--- config.mk ---
export PLATFORM = sky130hd
export DESIGN_NAME = tx_arbiter
export DESIGN_NICKNAME = d
export VERILOG_FILES = /design/src/rtl/tx_arbiter.sv
export SDC_FILE = /design/constraint.sdc
export NUM_CORES = 1
export LEC_CHECK = 0
export BUFFER_PORTS_ARGS = -buffer_cell sky130_fd_sc_hd__buf_2
export CAP_MARGIN = 20
export CORE_ASPECT_RATIO = 2
export CORE_UTILIZATION = 40
export CTS_CLUSTER_DIAMETER = 120
export DETAILED_ROUTE_END_ITERATION = 10
export GPL_ROUTABILITY_DRIVEN = 0
export PLACE_DENSITY = 0.68
export SETUP_SLACK_MARGIN = 0.1
export SLEW_MARGIN = 20
export SYNTH_ARGS = -nofsm -noshare
export SYNTH_HDL_FRONTEND = slang
export SYNTH_SLANG_ARGS = --single-unit
--- constraint.sdc ---
create_clock -name clk -period 2.4 [get_ports clk]
set_clock_uncertainty 0.05 [all_clocks]
set_input_delay 0.48 -clock clk [delete_from_list [all_inputs] [get_ports clk]]
set_output_delay 0.48 -clock clk [all_outputs]
set_load 0.1 [all_outputs]
--- src/rtl/tx_arbiter.sv ---
// Round-robin arbiter that shares one 8N1 UART transmitter between N packet
// requesters, holding each grant for a whole packet and optionally prefixing a source header.
module tx_arbiter #(
  parameter int unsigned N      = 4,
  parameter bit          HEADER = 1'b1
) (
  input  logic             clk,
  input  logic             rst,
  input  logic [N-1:0]     req_valid,
  input  logic [8*N-1:0]   req_data,
  input  logic [N-1:0]     req_last,
  output logic [N-1:0]     req_ready,
  output logic             tx_stb,
  output logic [7:0]       tx_dat,
  input  logic             tx_rdy,
  output logic [N-1:0]     grant,
  output logic             busy
);

  localparam int unsigned IDW = 3;

  typedef enum logic [2:0] {
    S_IDLE  = 3'd0,
    S_HDR   = 3'd1,
    S_LOAD  = 3'd2,
    S_ISSUE = 3'd3,
    S_ACK   = 3'd4,
    S_DONE  = 3'd5
  } state_t;

  state_t         state_q, state_d;
  logic [IDW-1:0] id_q, id_d;
  logic [IDW-1:0] ptr_q, ptr_d;
  logic [N-1:0]   grant_q, grant_d;
  logic [N-1:0]   req_ready_q, req_ready_d;
  logic           busy_q, busy_d;
  logic           tx_stb_q, tx_stb_d;
  logic [7:0]     tx_dat_q, tx_dat_d;
  logic           last_q, last_d;
  logic           ret_done_q, ret_done_d;

  logic           own_valid;
  logic           own_last;
  logic [7:0]     own_data;
  logic           hit;
  logic [IDW-1:0] win;

  // Current owner's request lane
  always_comb begin
    own_valid = 1'b0;
    own_last  = 1'b0;
    own_data  = 8'h00;
    for (int unsigned i = 0; i < N; i++) begin
      if (id_q == IDW'(i)) begin
        own_valid = req_valid[i];
        own_last  = req_last[i];
        own_data  = req_data[8*i +: 8];
      end
    end
  end

  // First valid requester at or after the pointer, wrapping modulo N
  always_comb begin
    hit = 1'b0;
    win = '0;
    for (int unsigned k = 0; k < N; k++) begin
      for (int unsigned i = 0; i < N; i++) begin
        if (!hit && req_valid[i] && (((32'(ptr_q) + k) % N) == i)) begin
          hit = 1'b1;
          win = IDW'(i);
        end
      end
    end
  end

  always_comb begin
    state_d     = state_q;
    id_d        = id_q;
    ptr_d       = ptr_q;
    grant_d     = grant_q;
    busy_d      = busy_q;
    req_ready_d = '0;
    tx_stb_d    = 1'b0;
    tx_dat_d    = tx_dat_q;
    last_d      = last_q;
    ret_done_d  = ret_done_q;

    unique case (state_q)
      S_IDLE: begin
        if (hit) begin
          id_d    = win;
          grant_d = N'(1) << win;
          busy_d  = 1'b1;
          state_d = HEADER ? S_HDR : S_LOAD;
        end
      end
      S_HDR: begin
        if (tx_rdy) begin
          tx_dat_d   = {4'hA, 1'b0, id_q};
          tx_stb_d   = 1'b1;
          ret_done_d = 1'b0;
          state_d    = S_ACK;
        end
      end
      S_LOAD: begin
        if (own_valid) begin
          req_ready_d = grant_q;
          tx_dat_d    = own_data;
          last_d      = own_last;
          state_d     = S_ISSUE;
        end
      end
      S_ISSUE: begin
        if (tx_rdy) begin
          tx_stb_d   = 1'b1;
          ret_done_d = last_q;
          state_d    = S_ACK;
        end
      end
      // tx_rdy is still high on the acceptance edge, so this cycle only lets it fall
      S_ACK: begin
        state_d = ret_done_q ? S_DONE : S_LOAD;
      end
      S_DONE: begin
        ptr_d   = (id_q == IDW'(N-1)) ? '0 : id_q + 1'b1;
        grant_d = '0;
        busy_d  = 1'b0;
        state_d = S_IDLE;
      end
      default: begin
        state_d = S_IDLE;
      end
    endcase
  end

  always_ff @(posedge clk) begin
    if (rst) begin
      state_q     <= S_IDLE;
      id_q        <= '0;
      ptr_q       <= '0;
      grant_q     <= '0;
      req_ready_q <= '0;
      busy_q      <= 1'b0;
      tx_stb_q    <= 1'b0;
      tx_dat_q    <= 8'h00;
      last_q      <= 1'b0;
      ret_done_q  <= 1'b0;
    end else begin
      state_q     <= state_d;
      id_q        <= id_d;
      ptr_q       <= ptr_d;
      grant_q     <= grant_d;
      req_ready_q <= req_ready_d;
      busy_q      <= busy_d;
      tx_stb_q    <= tx_stb_d;
      tx_dat_q    <= tx_dat_d;
      last_q      <= last_d;
      ret_done_q  <= ret_done_d;
    end
  end

  assign req_ready = req_ready_q;
  assign tx_stb    = tx_stb_q;
  assign tx_dat    = tx_dat_q;
  assign grant     = grant_q;
  assign busy      = busy_q;

endmodule

* Word-level counts from Yosys, hierarchy flattened
Cells that the tools add are included.
** Word-level totals
- Output and inout bits :: 18
- Flip-flop bits (word level) :: 28
- Word-level logic and storage cells :: 167
** Operators by class
- Add/subtract/negate cells :: 4
- Shifts and indexed selects :: 1
- Reductions and logical operators :: 64
- Eq/ne operators :: 25
- Bitwise operators :: 3
- Multiplexer cells :: 60
** Operator list (number)
- $logic_not A32 Y1 :: 4
- $mux W3 :: 18
- $mux W8 :: 6
- $logic_and A1 B1 Y1 :: 31
- $mux W1 :: 29
- $eq A2 B2 Y1 const B :: 8
- $pmux W8 S2 :: 1
- $logic_not A1 Y1 :: 15
- $eq A3 B2 Y1 const B :: 4
- $pmux W3 S4 :: 1
- $reduce_and A3 Y1 :: 3
- $eq A2 B1 Y1 const B :: 4
- $ne A2 B2 Y1 const B :: 4
- $pmux W4 S2 :: 1
- $eq A3 B1 Y1 const B :: 2
- $eq A3 B3 Y1 const B :: 2
- $logic_not A3 Y1 :: 2
- $reduce_and A2 Y1 :: 3
- $reduce_bool A2 Y1 :: 3
- $add A2 B1 Y2 const B :: 2
- $add A2 B2 Y2 const B :: 2
- $mux W4 :: 1
- $pmux W1 S2 :: 2
- $reduce_or A2 Y1 :: 2
- 5 further kinds :: 7

* Logic depth before layout (Yosys ltp)
Gate-level depths: netlist of run 1.
- Depth after elaboration :: 66
- Depth in mapped cells :: 8
- Mapped depth without buffers :: 7

* Least setup slack after synthesis of run 1
OpenSTA, ideal clock, no wires.
- Kind :: reg-to-reg
- From :: register id_q[0]
- To :: register tx_dat_q[1], in the netlist tx_dat[1]
- Arrival :: 1781 ps
- Path slack :: 503 ps
- Path buffers :: 0
- Cell stages (with the launch flop) :: 8
- Clock period less this slack :: 1897 ps
- Path through :: dfxtp_1 -> inv_1 -> ha_1 -> nand3b_1 -> a311o_4 -> o21a_2 -> a211o_1 -> a21oi_2
** Between the ends
- Word-level cells in the longest chain between the ends :: 7
** Ends and longest elaborated chain
- start, declared :: RTL line 32 : logic [IDW-1:0] id_q, id_d;
- start signal, assigned :: RTL line 150 : id_q <= id_d;
- $logic_not A3 Y1 :: RTL line 54 : if (id_q == IDW'(i)) begin
- $mux W8 / $mux W1 (equally long branches) (4 in a row) :: RTL line 54
- $mux W8 / $ne A2 B2 Y1 (equally long branches)
- $pmux W8 S2 / $reduce_and A3 Y1 (equally long branches)
- end signal, assigned :: RTL line 156 : tx_dat_q <= tx_dat_d;
- end, declared :: RTL line 38 : logic [7:0] tx_dat_q, tx_dat_d;
Parallel ways exist; a longest one is shown, timed or not. The select of a mux whose other input is x is not followed.
A chain may end at the register's enable or synchronous reset.

* Worst setup path in the final report of run 1
- From :: register id_q[1]
- To :: register tx_dat_q[0], in the netlist tx_dat[0]
The elaborated chain is that of the path after synthesis.

==> flow_summary.ini, run 1 <==
[logic_synthesis]
synth_xor_xnor_area_share_pct = 0
synth_top_family_by_area = compound AO/OA/AOI/OAI gates
synthFlopType = dfxtp_1
synthTopCellsByArea = dfxtp_1 (37%), a21oi_1 (9.1%), a221oi_1 (6.5%)
synth-edff-count = 0
synth-adder-area-share_pct = 3.39
syn_inst = 187
syn_avg_cell_area_um2 = 7.90
ys_types = 39
synth_simple_gate_area_share_pct = 25.6
synth_nets = 234
ys_async_sr_fraction_pct = 0
ys_seq_area_share_pct = 36.6
ys_warn_count = 0
synth_compound_area_share_pct = 28.3
yosysTopAreaCell = dfxtp_1
synth_area_um2 = 1480
synthMuxAreaShare_pct = 0
synth_top_area_share_pct = 36.6
ys_seq_elements = 27

[cells_and_area]
num_antenna_cells = 0
area_delta_synth_final_pct = 28.0
mostFrequentLayoutCell = buf_2
final_cell_mix = buf_2 (60), a21oi_1 (27), dfxtp_1 (27)
final_util_pct = 54.8
drive_gt1_share_pct = 32.0
fillers = 371
fin_area_um2 = 1890
fin_nets = 295

[floorplan]
io_pins = 61
die_h_um = 88.0
dieWidth_um = 45.0
rows = 30
core_area_um2 = 3450
dieArea_um2 = 3960
initial_utilization_pct = 42.8

[detailed_routing]
drt_first_pass_iters = 4
wl_per_cell_um = 13.5
detail_route.vias_per_cell = 5.25
drt-total-wl_um = 3990
drt_iter0_drc = 23
ant_nets = 0
vias = 1550
drc = 0

[timing]
slew_headroom_pct = 62.8
period_share_pct = 89.1
layout_setup_ws_ps = 262
worst_pin_slew_ps = 555
slew_viol_final = 0
tns_ps = 0
fmax_ghz = 0.468
hold_viol_final = 0
rsz0062_at_grt = false
finalSetupViolations = 0
final.min_clock_period_ps = 2140

[placement]
port-buffer-count = 60
dp_hpwl_um = 3170
postPlaceCellArea_um2 = 1840
dp_slack_ps = 101

[outcome]
status = finished, final reports clean

[setup_path]
cp-end-kind = flop
r2r_start = id_q[1]
worstSetupPathType = reg2reg
critical_path_buf_inv_count = 1
path_cells = inv_1, ha_1, nor2b_2, a221oi_1, o31ai_1, o211ai_1, a21oi_1
critPathRequiredTime_ps = 2560
worstRegToRegCells = 7
r2r-end = tx_dat[0]
crit_arrival_ps = 2300
regToRegSetupSlack_ps = 260
cpMaxStageDelayCell = o31ai_1
cpPeakStageDelay_ps = 440
startpoint_type = flop
path_delay_family = compound AO/OA/AOI/OAI gates
critPathLaunch = id_q[1]
critPathMaxFanout = 9

[clocking]
htree_levels = 1
tritoncts = yes
cts.sinks = 27
ctsHoldBuffers = 0
cts_setup_buffers = 0
clk_pin_slew_ps = 90
cts_max_path_buffers = 2
cts_buffers = 3
insertion_delay_ps = 270
cts_root_buf = clkbuf_8
cts.repair.resized = 1

[pwr]
vdd_drop_max_mv = 0.488
p_switching_mw = 0.404
p_per_area_nw_per_um2 = 589
p_int_mw = 0.711
p_clk_share_pct = 23.7
sw_frac_of_total_pct = 36.2
power.static_leakage_nw = 0.840
p_comb_share_pct = 32.1
seqPwrFrac_pct = 44.2

[global_route]
top_usage_layer = met2
gr-usage-met1_pct = 20.2
grt_use_total_pct = 20.6
grt.met3_usage_pct = 2.06
antenna_found_initial = 0
grt_pass1_wl_um = 5950
overflow = 0
grt_max_degree = 22
grt_pass1_vias = 1365
gr-usage-met2_pct = 41.2

[min_path]
hold_depth = 1
hp-class = reg2reg
hp-start = tx_dat[3]
min_to = tx_dat[3]

[run]
max_cap_violations = 0
[Yosys cell counts, types with 3 or more instances]
master / instances
a21oi_1: 27
a221oi_1: 11
and2_1: 4
buf_2: 4
clkbuf_1: 5
dfxtp_1: 27
ha_1: 4
inv_1: 11
nand2_1: 20
nand2b_1: 3
nand3_1: 5
nand3b_1: 3
nor2_1: 15
nor2b_1: 8
nor3_1: 8
o2bb2ai_1: 3
[through the flow]
| stage | std cells | hold slack, ps | power, mW |
|---|---|---|---|
| after floorplan | 187 | 396 | 0.760 |
| after CTS | 295 | 414 | 1.13 |
| after global routing | 295 | 416 | 1.17 |
| final | 295 | 416 | 1.11 |
| after global placement | 291 | 396 | 0.859 |
| after detailed placement | 291 | 397 | 0.861 |
[final cells by class]
type	count	area (um2)	area share [%]
repair buffers	67	353	18.7
flip-flops and latches	27	541	28.6
clock inverters	1	7.51	0.397
inverters	11	41.3	2.18
multi-input cells	138	848	44.8
well taps	48	60.1	3.17
clock buffers	3	41.3	2.18
[logic make-up (layout without fill, tap and decap cells)]
logic type	count (synthesis)	in the layout
AO/OA/AOI/OAI	60	60
flip-flops	27	27
buffers and inverters	22	82
AND/OR/NAND/NOR	74	74
adder cells (fa/ha/maj)	4	4
[layer usage]
metal | wire [um] | vias to the layer above | part of all wire [%]
met3 | 186 | 7 | 4.7
met4 | 61 | 0 | 1.5
met5 | 0 | - | 0
met1 | 1480 | 696 | 37
met2 | 2260 | 54 | 57
li1 | - | 793 | -
[how the worst max path moves through the flow]
stage                end  slack [ps]  cells past startpoint
2_1_floorplan  tx_dat[1]         500                      7
3_3_place_gp   tx_dat[0]         160                      7
3_5_place_dp   tx_dat[0]         100                      7
4_1_cts        tx_dat[0]         250                      7
5_1_grt        tx_dat[0]         110                      7
6_report       tx_dat[0]         260                      7
[power by group through the flow]
stage	logic (mW)	clock network (mW)	registers, mW
finish	0.358	0.264	0.493
global route	0.387	0.290	0.497
CTS	0.360	0.273	0.493
detailed placement	0.357	0	0.504
global placement	0.356	0	0.503
floorplan	0.163	0	0.597
[registers in the layout, summed over array words and instances (netlist names)]
signal,count
ptr_q,2
state_q,3
req_ready,4
grant,4
id_q,2
last_q,1
ret_done_q,1
busy,1
tx_dat,8
tx_stb,1
Note: power is estimated with default switching activity, not from simulation.
==> run 2, diff against run 1 <==
==> constraint.sdc (replaced) <==
create_clock -name clk -period 2.4 [get_ports clk]
set_clock_uncertainty 0.05 [all_clocks]
set_input_delay 0.12 -clock clk [delete_from_list [all_inputs] [get_ports clk]]
set_output_delay 0.12 -clock clk [all_outputs]
set_load 0.1 [all_outputs]
==> run 2 against run 1 <==
Utilization decreased by 0.22 points. Die area unchanged. Clock-buffer cell count unchanged. Sequential cell count is the same. Setup slack better by 6.9 ps. Register-to-register slack is essentially flat. Highest routed layer unchanged.
==> flow_summary.ini, run 2 (synthesized netlist as in run 1, its figures left out) <==
[detailed_routing]
drc = 0
drt_first_pass_iters = 5
drt_iter0_drc = 26
ant_nets = 0
detail_route.vias_per_cell = 5.33
drt-total-wl_um = 3940
vias = 1568
wl_per_cell_um = 13.4

[placement]
dp_hpwl_um = 3170
port-buffer-count = 60

[pwr]
power.static_leakage_nw = 0.835
p_per_area_nw_per_um2 = 588
total_power_mw = 1.11
vdd_drop_max_mv = 0.450

[timing]
final.min_clock_period_ps = 2130
finalSetupViolations = 0
hold_viol_final = 0
slew_headroom_pct = 64.0
worst_pin_slew_ps = 536
period_share_pct = 88.8
slew_viol_final = 0
whs_ps = 61.0
rsz0062_at_grt = false
tns_ps = 0
fmax_ghz = 0.469

[clocking]
cts_max_path_buffers = 2
tritoncts = yes
insertion_delay_ps = 270
ctsHoldBuffers = 0
clk_pin_slew_ps = 100
htree_levels = 1
cts.sinks = 27
cts_root_buf = clkbuf_8
cts_buffers = 3

[setup_path]
worstRegToRegCells = 7
startpoint_type = flop
r2r-end = tx_dat[0]
cp-end-kind = flop
crit_arrival_ps = 2280
critPathRequiredTime_ps = 2550
worstSetupPathType = reg2reg
critPathMaxFanout = 9
r2r_start = id_q[1]
regToRegSetupSlack_ps = 270

[floorplan]
io_pins = 61
core_area_um2 = 3450
dieWidth_um = 45.0
initial_utilization_pct = 42.8
rows = 30
dieArea_um2 = 3960
die_h_um = 88.0

[cells_and_area]
area_delta_synth_final_pct = 27.5
fillers = 353
seqCellArea_um2 = 541
num_antenna_cells = 0
drive_gt1_share_pct = 31.7
final_util_pct = 54.6
fin_nets = 294
multi_input_area_um2 = 848
largest_reg_flops = 8
mostFrequentLayoutCell = buf_2
final_cell_mix = buf_2 (60), a21oi_1 (27), dfxtp_1 (27)

[global_route]
grt_pass1_vias = 1411
overflow = 0
grt_use_total_pct = 20.7
grt_pass1_wl_um = 6050
antenna_found_initial = 0
grt_max_degree = 22

[min_path]
hp-start = req_data[28]
hp-class = in2reg
min_to = tx_dat[4]
hold_depth = 3

[outcome]
status = finished, final reports clean

[run]
max_cap_violations = 0
-- run 2: changes by cell type in the layout (fill, tap and decap cells not counted), sizes merged --
cell  before  now
buf       67   66
-- run 2: worst max path at each step --
| stage | from | to | slack [ps] | cells after the start |
|---|---|---|---|---|
| after floorplan | id_q[0] | tx_dat[1] | 500 | 7 |
| after global placement | id_q[1] | tx_dat[0] | 160 | 7 |
| after detailed placement | id_q[1] | tx_dat[0] | 110 | 7 |
| after CTS | id_q[1] | tx_dat[0] | 240 | 7 |
| after global routing | id_q[1] | tx_dat[0] | 110 | 7 |
| final | id_q[1] | tx_dat[0] | 270 | 7 |
-- run 2: layout make-up --
type	count	share of cell area, %
sequential	27	28.7
timing repair buffer	66	18.3
clock inverter	1	0.398
tap	48	3.19
inverter	11	2.19
clock buffer	3	2.19
multi-input combinational	138	45.0
-- run 2: per-stage QoR --
stage / instances / cell area (um2) / setup slack [ps]
after floorplan: 187 / 1480 / 503
after global placement: 290 / 1830 / 162
after detailed placement: 290 / 1830 / 109
after CTS: 294 / 1880 / 243
after global routing: 294 / 1880 / 115
final: 294 / 1880 / 269
-- run 2: critical path, stage by stage (launching register included) --
cell and delay [ps]:
dfxtp_1 380, inv_1 100, ha_1 300, nor2b_2 330, a221oi_1 160, o31ai_1 430, o211ai_1 150, a21oi_1 170
-- run 2: power by group --
group	switching, mW	internal (mW)	leakage [nW]
Combinational	0.234	0.118	0.594
Sequential	0.0226	0.471	0.219
Clock	0.145	0.118	0.0217
-- run 2: repair_timing --
| action | in CTS | in global routing |
|---|---|---|
| gates resized for setup | 1 | 0 |
| setup buffers | 0 | 0 |
| endpoints found under the setup margin | 1 | 0 |
-- run 2: metal layers --
layer	wire length [um]	vias up	GRT usage (%)
li1	-	792	-
met1	1530	710	20.8
met2	2150	60	40.1
met3	170	6	2.06
met4	97	0	9.09
met5	0	-	0
